$ cat config.mk
export PLATFORM = sky130hd
export DESIGN_NAME = uart_tx_scheduler
export DESIGN_NICKNAME = d
export VERILOG_FILES = /design/src/rtl/uart_pkg.sv /design/src/rtl/uart_rr_arbiter.sv /design/src/rtl/uart_tx_scheduler.sv
export SDC_FILE = /design/constraint.sdc
export NUM_CORES = 1
export LEC_CHECK = 0
export CAP_MARGIN = 20
export CORE_UTILIZATION = 50
export CTS_CLUSTER_SIZE = 20
export DETAILED_ROUTE_END_ITERATION = 10
export PLACE_DENSITY_LB_ADDON = 0.05
export SETUP_SLACK_MARGIN = 0.05
export SYNTH_ARGS = -nofsm -noshare
export SYNTH_HDL_FRONTEND = slang
export SYNTH_SLANG_ARGS = --single-unit
$ cat constraint.sdc
create_clock -name clk -period 2.86 [get_ports clk]
set_input_delay 0.572 -clock clk [delete_from_list [all_inputs] [get_ports clk]]
set_output_delay 0.572 -clock clk [all_outputs]
set_load 0.005 [all_outputs]
$ cat src/rtl/uart_pkg.sv
// Shared types and helpers for the UART transmit scheduler.
package uart_pkg;

  typedef enum logic [2:0] {
    IDLE,
    START,
    WAIT_BUSY,
    SENDING,
    GAP
  } tx_sched_state_t;

  function automatic int cnt_width(input int a, input int b);
    return $clog2(((a > b) ? a : b) + 1);
  endfunction

endpackage

$ cat src/rtl/uart_rr_arbiter.sv
// Round-robin search: first valid requester at or after ptr, wrapping.
module uart_rr_arbiter #(
  parameter int NUM_REQ = 4,
  localparam int PW = $clog2(NUM_REQ)
) (
  input  logic [NUM_REQ-1:0] req_valid_i,
  input  logic [PW-1:0]      ptr_i,
  output logic [PW-1:0]      grant_o,
  output logic               any_o
);

  always_comb begin
    int j;
    logic [PW-1:0] jj;
    grant_o = '0;
    any_o   = 1'b0;
    j       = 0;
    jj      = '0;
    for (int k = 0; k < NUM_REQ; k++) begin
      j = int'(ptr_i) + k;
      if (j >= NUM_REQ) j = j - NUM_REQ;
      jj = PW'(j);
      if (!any_o && req_valid_i[jj]) begin
        any_o   = 1'b1;
        grant_o = jj;
      end
    end
  end

endmodule

$ cat src/rtl/uart_tx_scheduler.sv
// Shares one UART transmitter between several byte requesters,
// sequencing start, busy confirmation, frame end and a guard gap.
module uart_tx_scheduler
  import uart_pkg::*;
#(
  parameter int NUM_REQ       = 4,
  parameter int DATA_W        = 8,
  parameter int GAP_CYCLES    = 16,
  parameter int START_TIMEOUT = 1024
) (
  input  logic                        clk,
  input  logic                        RST,
  input  logic [NUM_REQ-1:0]          req_valid,
  input  logic [NUM_REQ*DATA_W-1:0]   req_data,
  output logic [NUM_REQ-1:0]          req_ack,
  output logic                        tx_start,
  output logic [DATA_W-1:0]           tx_data,
  input  logic                        tx_busy,
  output logic [$clog2(NUM_REQ)-1:0]  grant_id,
  output logic                        active,
  output logic                        err_timeout
);

  localparam int PW = $clog2(NUM_REQ);
  localparam int CW = cnt_width(START_TIMEOUT, GAP_CYCLES);

  tx_sched_state_t state_q, state_d;
  logic [PW-1:0]     ptr_q, ptr_d;
  logic [PW-1:0]     grant_q, grant_d;
  logic [DATA_W-1:0] data_q, data_d;
  logic [CW-1:0]     cnt_q, cnt_d, cnt_inc;
  logic [PW-1:0]     arb_idx;
  logic              any_valid;
  logic              timeout;

  uart_rr_arbiter #(
    .NUM_REQ(NUM_REQ)
  ) u_arb (
    .req_valid_i(req_valid),
    .ptr_i      (ptr_q),
    .grant_o    (arb_idx),
    .any_o      (any_valid)
  );

  assign cnt_inc = (&cnt_q) ? cnt_q : cnt_q + 1'b1;

  always_comb begin
    state_d = state_q;
    ptr_d   = ptr_q;
    grant_d = grant_q;
    data_d  = data_q;
    cnt_d   = cnt_q;
    timeout = 1'b0;
    unique case (state_q)
      IDLE: begin
        if (any_valid) begin
          grant_d = arb_idx;
          data_d  = req_data[arb_idx*DATA_W +: DATA_W];
          ptr_d   = (int'(arb_idx) == NUM_REQ - 1) ? '0 : arb_idx + 1'b1;
          state_d = START;
        end
      end
      START: begin
        cnt_d   = '0;
        state_d = WAIT_BUSY;
      end
      WAIT_BUSY: begin
        if (tx_busy) begin
          state_d = SENDING;
        end else if (int'(cnt_q) >= START_TIMEOUT - 1) begin
          // byte was already acked, so it is dropped rather than retried
          timeout = 1'b1;
          state_d = IDLE;
        end else begin
          cnt_d = cnt_inc;
        end
      end
      SENDING: begin
        if (!tx_busy) begin
          cnt_d   = '0;
          state_d = (GAP_CYCLES == 0) ? IDLE : GAP;
        end
      end
      GAP: begin
        if (int'(cnt_q) >= GAP_CYCLES - 1) state_d = IDLE;
        else cnt_d = cnt_inc;
      end
      default: state_d = IDLE;
    endcase
  end

  always_ff @(posedge clk or posedge RST) begin
    if (RST) begin
      state_q <= IDLE;
      ptr_q   <= '0;
      grant_q <= '0;
      data_q  <= '0;
      cnt_q   <= '0;
    end else begin
      state_q <= state_d;
      ptr_q   <= ptr_d;
      grant_q <= grant_d;
      data_q  <= data_d;
      cnt_q   <= cnt_d;
    end
  end

  assign tx_start    = (state_q == START);
  assign req_ack     = tx_start ? (NUM_REQ'(1) << grant_q) : '0;
  assign tx_data     = data_q;
  assign grant_id    = grant_q;
  assign active      = (state_q != IDLE);
  assign err_timeout = timeout;

endmodule

**Yosys cells after proc, flatten, opt, wreduce, memory -nomap -nowiden**

Index checks and enable logic that the tools add are counted.

- Reductions and logical operators: 13
- Multiplexer cells: 37
- Multipliers: 0
- $add $sub $neg: 9
- Div/mod/pow operators: 0
- Bitwise operators: 0
- Equality and inequality tests: 12
- Shift operators: 2
- $lt $le $gt $ge: 10

Operator list:

| cell | number |
|---|---|
| 11-bit two-way mux | 5 |
| 11-bit one-hot mux with 4 select lines | 1 |
| 32-bit by 6-bit indexed part select with 8-bit output | 1 |
| 2-bit two-way mux | 9 |
| 3-bit two-way mux | 5 |
| 3-bit one-hot mux with 5 select lines | 1 |
| 2-bit by 3-bit less-than comparator with 1-bit output (second input constant) | 4 |
| 2-bit != test (second input constant) | 6 |
| 11-bit by 1-bit adder with 11-bit output (second input constant) | 1 |
| 11-bit by 10-bit >= comparator with 1-bit output (second input constant) | 1 |
| 11-bit by 4-bit >= comparator with 1-bit output (second input constant) | 1 |
| 1-bit two-way mux | 11 |
| 11-bit AND reduction | 1 |
| 3-bit >= comparator (second input constant) | 3 |
| 1-bit binary-select mux with 2-bit select | 4 |
| 2-bit by 1-bit subtractor with 2-bit output (second input constant) | 4 |
| 2-bit by 2-bit adder with 3-bit output (second input constant) | 2 |
| 3-bit by 2-bit equality test with 1-bit output (second input constant) | 2 |
| 5-bit AND reduction | 1 |
| 4-bit two-way mux | 1 |
| 4-bit AND reduction | 1 |
| 4-bit nonzero test | 1 |
| 1-bit by 2-bit << shifter with 4-bit output (first input constant) | 1 |
| 2-bit by 1-bit adder with 3-bit output (second input constant) | 1 |
| other kinds (11) | 15 |

- Word-level logic and storage cells: 88
- Register bits: 26
- Bits in writable memories: 0
- Memories: 0
- Bits in read-only memories: 0
- Output and inout port bits: 17
- Input port bits: 39
- Bits in latches: 0

**Depth between registers and ports, before layout**

Gate-level depths: netlist of the first run.

- Word-level depth: 16
- Depth in mapped cells: 7
- Depth with buffers taken out: 6

**Hierarchy**

Synthesis of the first run repeated with hierarchy kept, for this count alone.

- Cells, all modules: 154
- Area total of the unflattened synthesis: 1635.3 µm²

Modules (own cells, without submodules):

| module | times used | cells each | seq. area each (µm²) | area an instance (µm²) |
|---|---|---|---|---|
| uart_tx_scheduler | 1 | 139 | 650.6 | 1557.7 |
| uart_rr_arbiter | 1 | 15 | 0.0 | 77.6 |

**Worst setup path before layout of the first run**

No wires, ideal clock.

- Path type: reg-to-output
- Start: reg cnt_q[0]
- End: out err_timeout
- Stages on the path, launching flop included: 6
- Data arrival time: 1418 ps
- Slack: 870 ps
- Required time: 2288 ps
- Buffers on the path: 1
- Path through: dfrtp_1 -> ha_1 -> clkbuf_1 -> a21oi_1 -> o41ai_1 -> and3b_1

- Longest elaborated chain between the ends: 4

RTL lines:

| element | line | text |
|---|---|---|
| start, declared | uart_tx_scheduler.sv:31 | `logic [CW-1:0] cnt_q, cnt_d, cnt_inc;` |
| start signal, assigned | uart_tx_scheduler.sv:104 | `cnt_q <= cnt_d;` |
| 11-bit by 10-bit >= comparator with 1-bit output | uart_tx_scheduler.sv:70 | `end else if (int'(cnt_q) >= START_TIMEOUT - 1) begin` |
| 1-bit two-way mux | uart_tx_scheduler.sv:70 |  |
| 1-bit two-way mux | uart_tx_scheduler.sv:68 | `if (tx_busy) begin` |
| 1-bit two-way mux | uart_tx_scheduler.sv:54 | `unique case (state_q)` |
| end, declared | uart_tx_scheduler.sv:21 | `output logic err_timeout` |

Every way passes these cells.

**Worst setup path after layout of the first run**

- Start: reg state_q[1]
- End: out err_timeout

- Longest elaborated chain between the ends: 2

RTL lines:

| element | line | text |
|---|---|---|
| start, declared | uart_tx_scheduler.sv:27 | `tx_sched_state_t state_q, state_d;` |
| start signal, assigned | uart_tx_scheduler.sv:100 | `state_q <= state_d;` |
| 3-bit by 2-bit equality test with 1-bit output | uart_tx_scheduler.sv:54 |  |
| 1-bit two-way mux | uart_tx_scheduler.sv:54 |  |

Every way passes these cells.

==> impl_metrics.csv, run 1 <==
group,metric,value,unit
status,run_status,"complete, no violations",
yosys,synth.avg_cell_area,8.57,um2
clocking,htree_levels,1,
yosys,yosysUniqueCellTypes,52,
clocking,cts-root-buf,"sky130_fd_sc_hd__clkbuf_4",
floorplanning,io_pins,56,
critical_path,worstPathMaxFanout,7,
yosys,syn_inst,211,
yosys,mappedNetlistArea,0.00181,mm2
clocking,clk-insertion-delay-late,320,ps
yosys,synth.net_count,251,
grt,via_count_of_the_first_global_routing_pass,1591,
route,dr_total_vias,1778,
floorplanning,effective_utilization_at_floorplan,53.3,%
yosys,synth_warnings,0,
floorplanning,die-area,0.00386,mm2
critical_path,arrival,2120,ps
clocking,clock_sink_count,26,
route,route.detailed.drc,0,
sta,setup_tns,0,ps
clocking,clk_pin_slew_worst_paths,140,ps
pwr,peakVddDrop,0.571,mV
pwr,pwr_density_cell,791,mW/mm2
sta,finalCritPeriodShare,94.2,%
clocking,cts_max_path_buffers,2,
cells_and_area,finish.net_count,303,
grt,global_route.usage.total,23.1,%
route,antenna_violating_nets_post_route,0,
sta,max_slew_margin,62.0,%
placement,io_buffers,55,
critical_path,critical_path.reg2reg.endpoint,"cnt_q[0]$_DFFE_PP0P_",
route,drt-wirelength-per-cell,14.3,um
grt,overflow,0,
clocking,cts-buffers-inserted,3,
critical_path,worstSetupEndpointType,"output pin",
cells_and_area,area_delta_synth_final,34.7,%
cells_and_area,final_layout_size_suffix_gt1_share,8.81,%
worst_hold_path,worst_hold_end,"tx_data[3]$_DFFE_PP0P_",
critical_path,timing.critical_path.required,2290,ps
route,viasPerCell,5.79,
route,drt_first_iter_violations,215,
sta,maxSlewViolCount,0,
flow_run,max_cap_viol_count,0,
pwr,finalPower,0.00193,W
grt,antenna_found_initial,0,
sta,max_clock_freq,371,MHz
floorplanning,die_x,62.1,um
cells_and_area,num_antenna_cells,0,
sta,hold_violations,0,
sta,timing.final.crit_period,2690,ps
yosys,ys_ff_latch,26,
clocking,cts_tree,"built",
placement,dpl.hpwl,3320,um
floorplanning,floorplan.rows,21,
critical_path,cp-start-kind,"flop",
sta,setup_repair_after_global_routing_missed_its_margin,"no",
cells_and_area,most_common_cell_after_layout_fill_and_taps_aside,"sky130_fd_sc_hd__clkdlybuf4s50_1",
yosys,synth.yosys.seq_area_share,36.0,%
route,detail_route.first_pass.iterations,4,
grt,pin_count_of_the_biggest_net_entering_global_routing,27,
sta,finalClockSkew,8.31,ps
critical_path,r2r_setup_slack,670,ps
floorplanning,core,0.00339,mm2
sta,worst_slew_pin_slew,568,ps
critical_path,ff2ff_path_depth,6,
worst_hold_path,worst_hold_path_type,"reg -> reg",
cells_and_area,final_cell_mix,"sky130_fd_sc_hd__clkdlybuf4s50_1, sky130_fd_sc_hd__nand2_1, sky130_fd_sc_hd__dfrtp_1",
floorplanning,chipHeight,62.1,um
grt,grt_first_pass_wirelength,7290,um
worst_hold_path,timing.hold.worst.start,"tx_data[3]$_DFFE_PP0P_",
cells_and_area,layout.cell_area.non_filler,0.00244,mm2
critical_path,worst_r2r_startpoint,"cnt_q[0]$_DFFE_PP0P_",
placement,placed_cell_area,0.00238,mm2
pwr,total_leakage_power,0.966,nW
sta,finalSetupViolCount,0,
route,routed_wl,4390,um
worst_hold_path,whs_path_depth,2,
clocking,holdBufCountCts,0,
critical_path,setup.worst_path.class,"reg -> out",
placement,gp_congestion,0.869,
## timing repair
action	CTS	global route
setup endpoints to repair	1	1
setup buffers	0	1
resized for setup	2	2
endpoints found under the hold margin	0	0
## state kept, by name, summed over array words and instances (netlist names)
signal,flops
cnt_q,11
ptr_q,2
state_q,3
grant_id,2
tx_data,8
## layer usage
metal	GRT usage, %	vias to the layer above	share of wire, %
li1	-	895	-
met1	32.0	825	47
met2	38.3	56	48
met3	2.94	2	4.3
met4	5.23	0	0.48
met5	0	-	0
## cell type report
cell class              instances  area, um2
clock buffers                   3       22.5
fillers                       275        953
inverters                       5       18.8
multi-input cells             166       1090
flip-flops and latches         26        652
well taps                      46       57.6
repair buffers                 61        596
## metrics by stage
stage / hold slack [ps] / util (%) / setup slack (ps) / cells
6_report: 491 / 71.9 / 166 / 307
5_1_grt: 521 / 71.9 / 52.5 / 307
4_1_cts: 495 / 71.3 / 77.4 / 306
3_5_place_dp: 465 / 70.4 / 296 / 303
3_3_place_gp: 464 / 70.4 / 388 / 303
2_1_floorplan: 473 / - / 870 / 211
## cells in the mapped netlist, drive strengths merged
cell / count / area, um2
a32oi: 2 / 25.0
a31o: 1 / 8.76
o41ai: 2 / 25.0
a211oi: 17 / 128
or3: 1 / 6.26
nor3b: 17 / 128
nand2: 33 / 124
o22ai: 1 / 6.26
nor3: 5 / 25.0
inv: 5 / 18.8
o2111ai: 1 / 8.76
a211o: 2 / 17.5
clkbuf: 8 / 30.0
a31oi: 3 / 18.8
a221oi: 1 / 15.0
ha: 1 / 12.5
nor4b: 3 / 32.5
mux2i: 1 / 10.0
xnor2: 1 / 8.76
o31ai: 8 / 65.1
nor2: 13 / 48.8
a21oi: 8 / 43.8
dfrtp: 26 / 651
and2: 2 / 12.5
xor2: 1 / 8.76
nand3b: 1 / 7.51
a41o: 2 / 20.0
and3b: 1 / 8.76
or4: 1 / 7.51
nand4: 6 / 37.5
o21ai: 4 / 20.0
buf: 6 / 38.8
nand2b: 4 / 25.0
and3: 2 / 12.5
mux2: 1 / 11.3
or2: 4 / 25.0
nand3: 2 / 10.0
nor4: 2 / 12.5
and4: 1 / 8.76
a21bo: 1 / 10.0
o311ai: 3 / 26.3
a21o: 4 / 30.0
nor2b: 3 / 18.8
## how the worst max path moves through the flow
stage	start	end	slack, ps	cells past startpoint
finish	state_q[1]$_DFFE_PP0P_	err_timeout	170	4
global route	state_q[1]$_DFFE_PP0P_	err_timeout	50	4
CTS	cnt_q[0]$_DFFE_PP0P_	err_timeout	80	5
detailed placement	cnt_q[0]$_DFFE_PP0P_	err_timeout	300	5
global placement	cnt_q[0]$_DFFE_PP0P_	err_timeout	390	5
floorplan	cnt_q[0]$_DFFE_PP0P_	err_timeout	870	5
## kinds of logic (layout without fill, tap and decap cells)
family	count (synthesis)	in the layout	synth area share, %
AND/OR/NAND/NOR	101	101	30.5
AO/OA/AOI/OAI	60	60	25.9
flip-flops	26	26	36.0
buffers and inverters	19	69	4.84
XOR/XNOR	2	2	0.969
multiplexers	2	2	1.18
adder cells (fa/ha/maj)	1	1	0.692
## power breakdown
group / switching, W / internal (W)
clock: 0.000107 / 0.0000494
sequential: 0.000138 / 0.000492
combinational: 0.000609 / 0.000531
## worst max-delay path: stages, from the launching register on
cell	delay, ps
sky130_fd_sc_hd__dfrtp_1	490
sky130_fd_sc_hd__nor2b_1	220
sky130_fd_sc_hd__nor2b_1	390
sky130_fd_sc_hd__and3b_1	210
sky130_fd_sc_hd__clkdlybuf4s50_1	490
(Power assumes the default switching activity.)
==> run 2, diff against run 1 <==
--- a/config.mk
+++ b/config.mk
@@ -7,6 +7,7 @@
 export LEC_CHECK = 0
 export CAP_MARGIN = 20
 export CORE_UTILIZATION = 50
+export CTS_CLUSTER_DIAMETER = 50
 export CTS_CLUSTER_SIZE = 20
 export DETAILED_ROUTE_END_ITERATION = 10
 export PLACE_DENSITY_LB_ADDON = 0.05
==> results of run 2 <==
The final DEF is identical to that of run 1; final timing and power are the same.
==> run 3, diff against run 2 <==
--- a/config.mk
+++ b/config.mk
@@ -10,7 +10,7 @@
 export CTS_CLUSTER_DIAMETER = 50
 export CTS_CLUSTER_SIZE = 20
 export DETAILED_ROUTE_END_ITERATION = 10
-export PLACE_DENSITY_LB_ADDON = 0.05
+export PLACE_DENSITY = 0.85
 export SETUP_SLACK_MARGIN = 0.05
 export SYNTH_ARGS = -nofsm -noshare
 export SYNTH_HDL_FRONTEND = slang
==> run 3 against run 2 <==
  * Sequential power shrank 1%
  * Worst hold slack improved by 9.9 ps
  * Sequential share of layout area shrank 0.20 points
  * Die area did not move
  * Critical path depth stayed put
  * Total power rose by 4.8%
  * Fmax rose by 1.4%
  * Highest routed layer unchanged
  * Combinational power hardly changed
  * Register-to-register slack improved by 20 ps
  * Via count up 2.6%
  * Clock-buffer cell count did not move
  * Worst setup slack better by 37 ps
==> impl_metrics.csv, run 3 (synthesized netlist as in run 1, its figures left out) <==
group,metric,value,unit
floorplanning,core,0.00339,mm2
cells_and_area,non_filler_instances,307,
grt,antenna_found_initial,0,
cells_and_area,final_cell_mix,"sky130_fd_sc_hd__clkdlybuf4s50_1, sky130_fd_sc_hd__nand2_1, sky130_fd_sc_hd__dfrtp_1",
sta,max_slew_margin,58.9,%
sta,timing.final.crit_period,2660,ps
floorplanning,chipHeight,62.1,um
sta,setup_tns,0,ps
cells_and_area,area_delta_synth_final,36.3,%
floorplanning,effective_utilization_at_floorplan,53.3,%
route,drt-wirelength-per-cell,14.8,um
sta,finalSetupViolCount,0,
route,route.detailed.drc,0,
grt,global_route.usage.total,23.5,%
placement,dpl.hpwl,3340,um
route,drt_first_iter_violations,115,
sta,max_clock_freq,376,MHz
critical_path,cp-start-kind,"flop",
critical_path,setup.worst_path.class,"reg -> out",
grt,overflow,0,
sta,worst_slew_pin_slew,615,ps
clocking,cts_tree,"built",
cells_and_area,most_common_cell_after_layout_fill_and_taps_aside,"sky130_fd_sc_hd__clkdlybuf4s50_1",
route,antenna_violating_nets_post_route,0,
route,routed_wl,4550,um
critical_path,timing.critical_path.required,2290,ps
clocking,holdBufCountCts,0,
clocking,cts_max_path_buffers,2,
floorplanning,die-area,0.00386,mm2
cells_and_area,final_layout_size_suffix_gt1_share,9.96,%
grt,grt_first_pass_wirelength,7350,um
clocking,cts-root-buf,"sky130_fd_sc_hd__clkbuf_4",
critical_path,worstSetupEndpointType,"output pin",
route,dr_total_vias,1824,
sta,layout_setup_ws,203,ps
critical_path,arrival,2090,ps
route,detail_route.first_pass.iterations,5,
status,run_status,"complete, no violations",
sta,hold_violations,0,
pwr,peakVddDrop,0.569,mV
cells_and_area,finish.net_count,302,
clocking,htree_levels,1,
sta,fin_worst_hold_slack,501,ps
sta,maxSlewViolCount,0,
cells_and_area,num_antenna_cells,0,
clocking,clk-insertion-delay-late,340,ps
placement,placement.setup.worst_slack,361,ps
grt,via_count_of_the_first_global_routing_pass,1575,
clocking,post-cts-setup-buffers,0,
sta,setup_repair_after_global_routing_missed_its_margin,"no",
worst_hold_path,worst_hold_path_type,"reg -> reg",
sta,finalCritPeriodShare,92.9,%
route,viasPerCell,5.94,
clocking,cts-buffers-inserted,3,
floorplanning,die_x,62.1,um
clocking,clk_pin_slew_worst_paths,160,ps
cells_and_area,max_flop_register,"cnt_q",
clocking,clock_sink_count,26,
grt,pin_count_of_the_biggest_net_entering_global_routing,27,
floorplanning,floorplan.rows,21,
cells_and_area,largest_reg_flops,11,
pwr,pwr_density_cell,819,mW/mm2
placement,io_buffers,55,
critical_path,worstPathMaxFanout,6,
floorplanning,io_pins,56,
pwr,total_leakage_power,0.972,nW
placement,gp_congestion,0.854,
flow_run,max_cap_viol_count,0,
sta,finalClockSkew,18.0,ps
placement,place_inst,303,
run 3: changes by cell type in the layout (fill, tap and decap cells not counted):
cell / previous run / this run
sky130_fd_sc_hd__dfrtp_1: 25 / 23
sky130_fd_sc_hd__dfrtp_2: 1 / 3
sky130_fd_sc_hd__buf_4: 6 / 5
sky130_fd_sc_hd__bufinv_16: 0 / 1
sky130_fd_sc_hd__nor2b_1: 3 / 2
sky130_fd_sc_hd__nor2b_2: 0 / 1
run 3: what timing repair did:
| item | in CTS | in global routing |
|---|---|---|
| setup endpoints to repair | 1 | 1 |
| pin swaps | 0 | 1 |
| hold endpoints to repair | 0 | 0 |
| resized for setup | 2 | 5 |
run 3: power breakdown:
part | internal (W) | leakage, nW | switching [W]
Sequential | 0.000491 | 0.330 | 0.000131
Clock | 0.000142 | 0.0279 | 0.000121
Combinational | 0.000524 | 0.614 | 0.000609
Total | 0.00116 | 0.972 | 0.000861
run 3: critical path, stage by stage, from the launching register on:
cell	delay, ps
sky130_fd_sc_hd__dfrtp_1	460
sky130_fd_sc_hd__nand2_1	180
sky130_fd_sc_hd__o41ai_2	400
sky130_fd_sc_hd__and3b_1	210
sky130_fd_sc_hd__clkdlybuf4s50_1	490
run 3: per-stage QoR:
| stage | total power [W] | area [um2] | util [%] |
|---|---|---|---|
| 5_1_grt | 0.00218 | 2460 | 72.7 |
| 2_1_floorplan | 0.00132 | 1810 | - |
| 4_1_cts | 0.00200 | 2450 | 72.2 |
| 3_5_place_dp | 0.00174 | 2380 | 70.4 |
| 6_report | 0.00202 | 2460 | 72.7 |
| 3_3_place_gp | 0.00172 | 2380 | 70.4 |
run 3: metal layers:
metal | GRT usage [%] | share of wire (%) | up-vias
met1 | 33.1 | 45 | 845
met2 | 37.2 | 47 | 79
met3 | 3.13 | 5.7 | 11
met4 | 7.85 | 2.0 | 0
li1 | - | - | 889
met5 | 0 | 0 | -
run 3: worst paths after layout:
path,startpoint,endpoint,slack (ps),cells past startpoint
max in group asynchronous,RST,cnt_q[6]$_DFFE_PP0P_,1990,3
hold reg to reg,tx_data[4]$_DFFE_PP0P_,tx_data[4]$_DFFE_PP0P_,500,2
setup / recovery,cnt_q[3]$_DFFE_PP0P_,err_timeout,200,4
hold / removal,tx_data[4]$_DFFE_PP0P_,tx_data[4]$_DFFE_PP0P_,500,2
min in group asynchronous,RST,cnt_q[5]$_DFFE_PP0P_,580,3
setup reg to reg,cnt_q[0]$_DFFE_PP0P_,cnt_q[0]$_DFFE_PP0P_,690,6
run 3: layout make-up:
class                      instances  area (um2)
timing repair buffer              60         588
multi-input combinational        166        1090
fill                             257         926
clock buffer                       3        22.5
tap                               46        57.6
inverter                           5        18.8
clock inverter                     1        30.0
sequential                        26         654
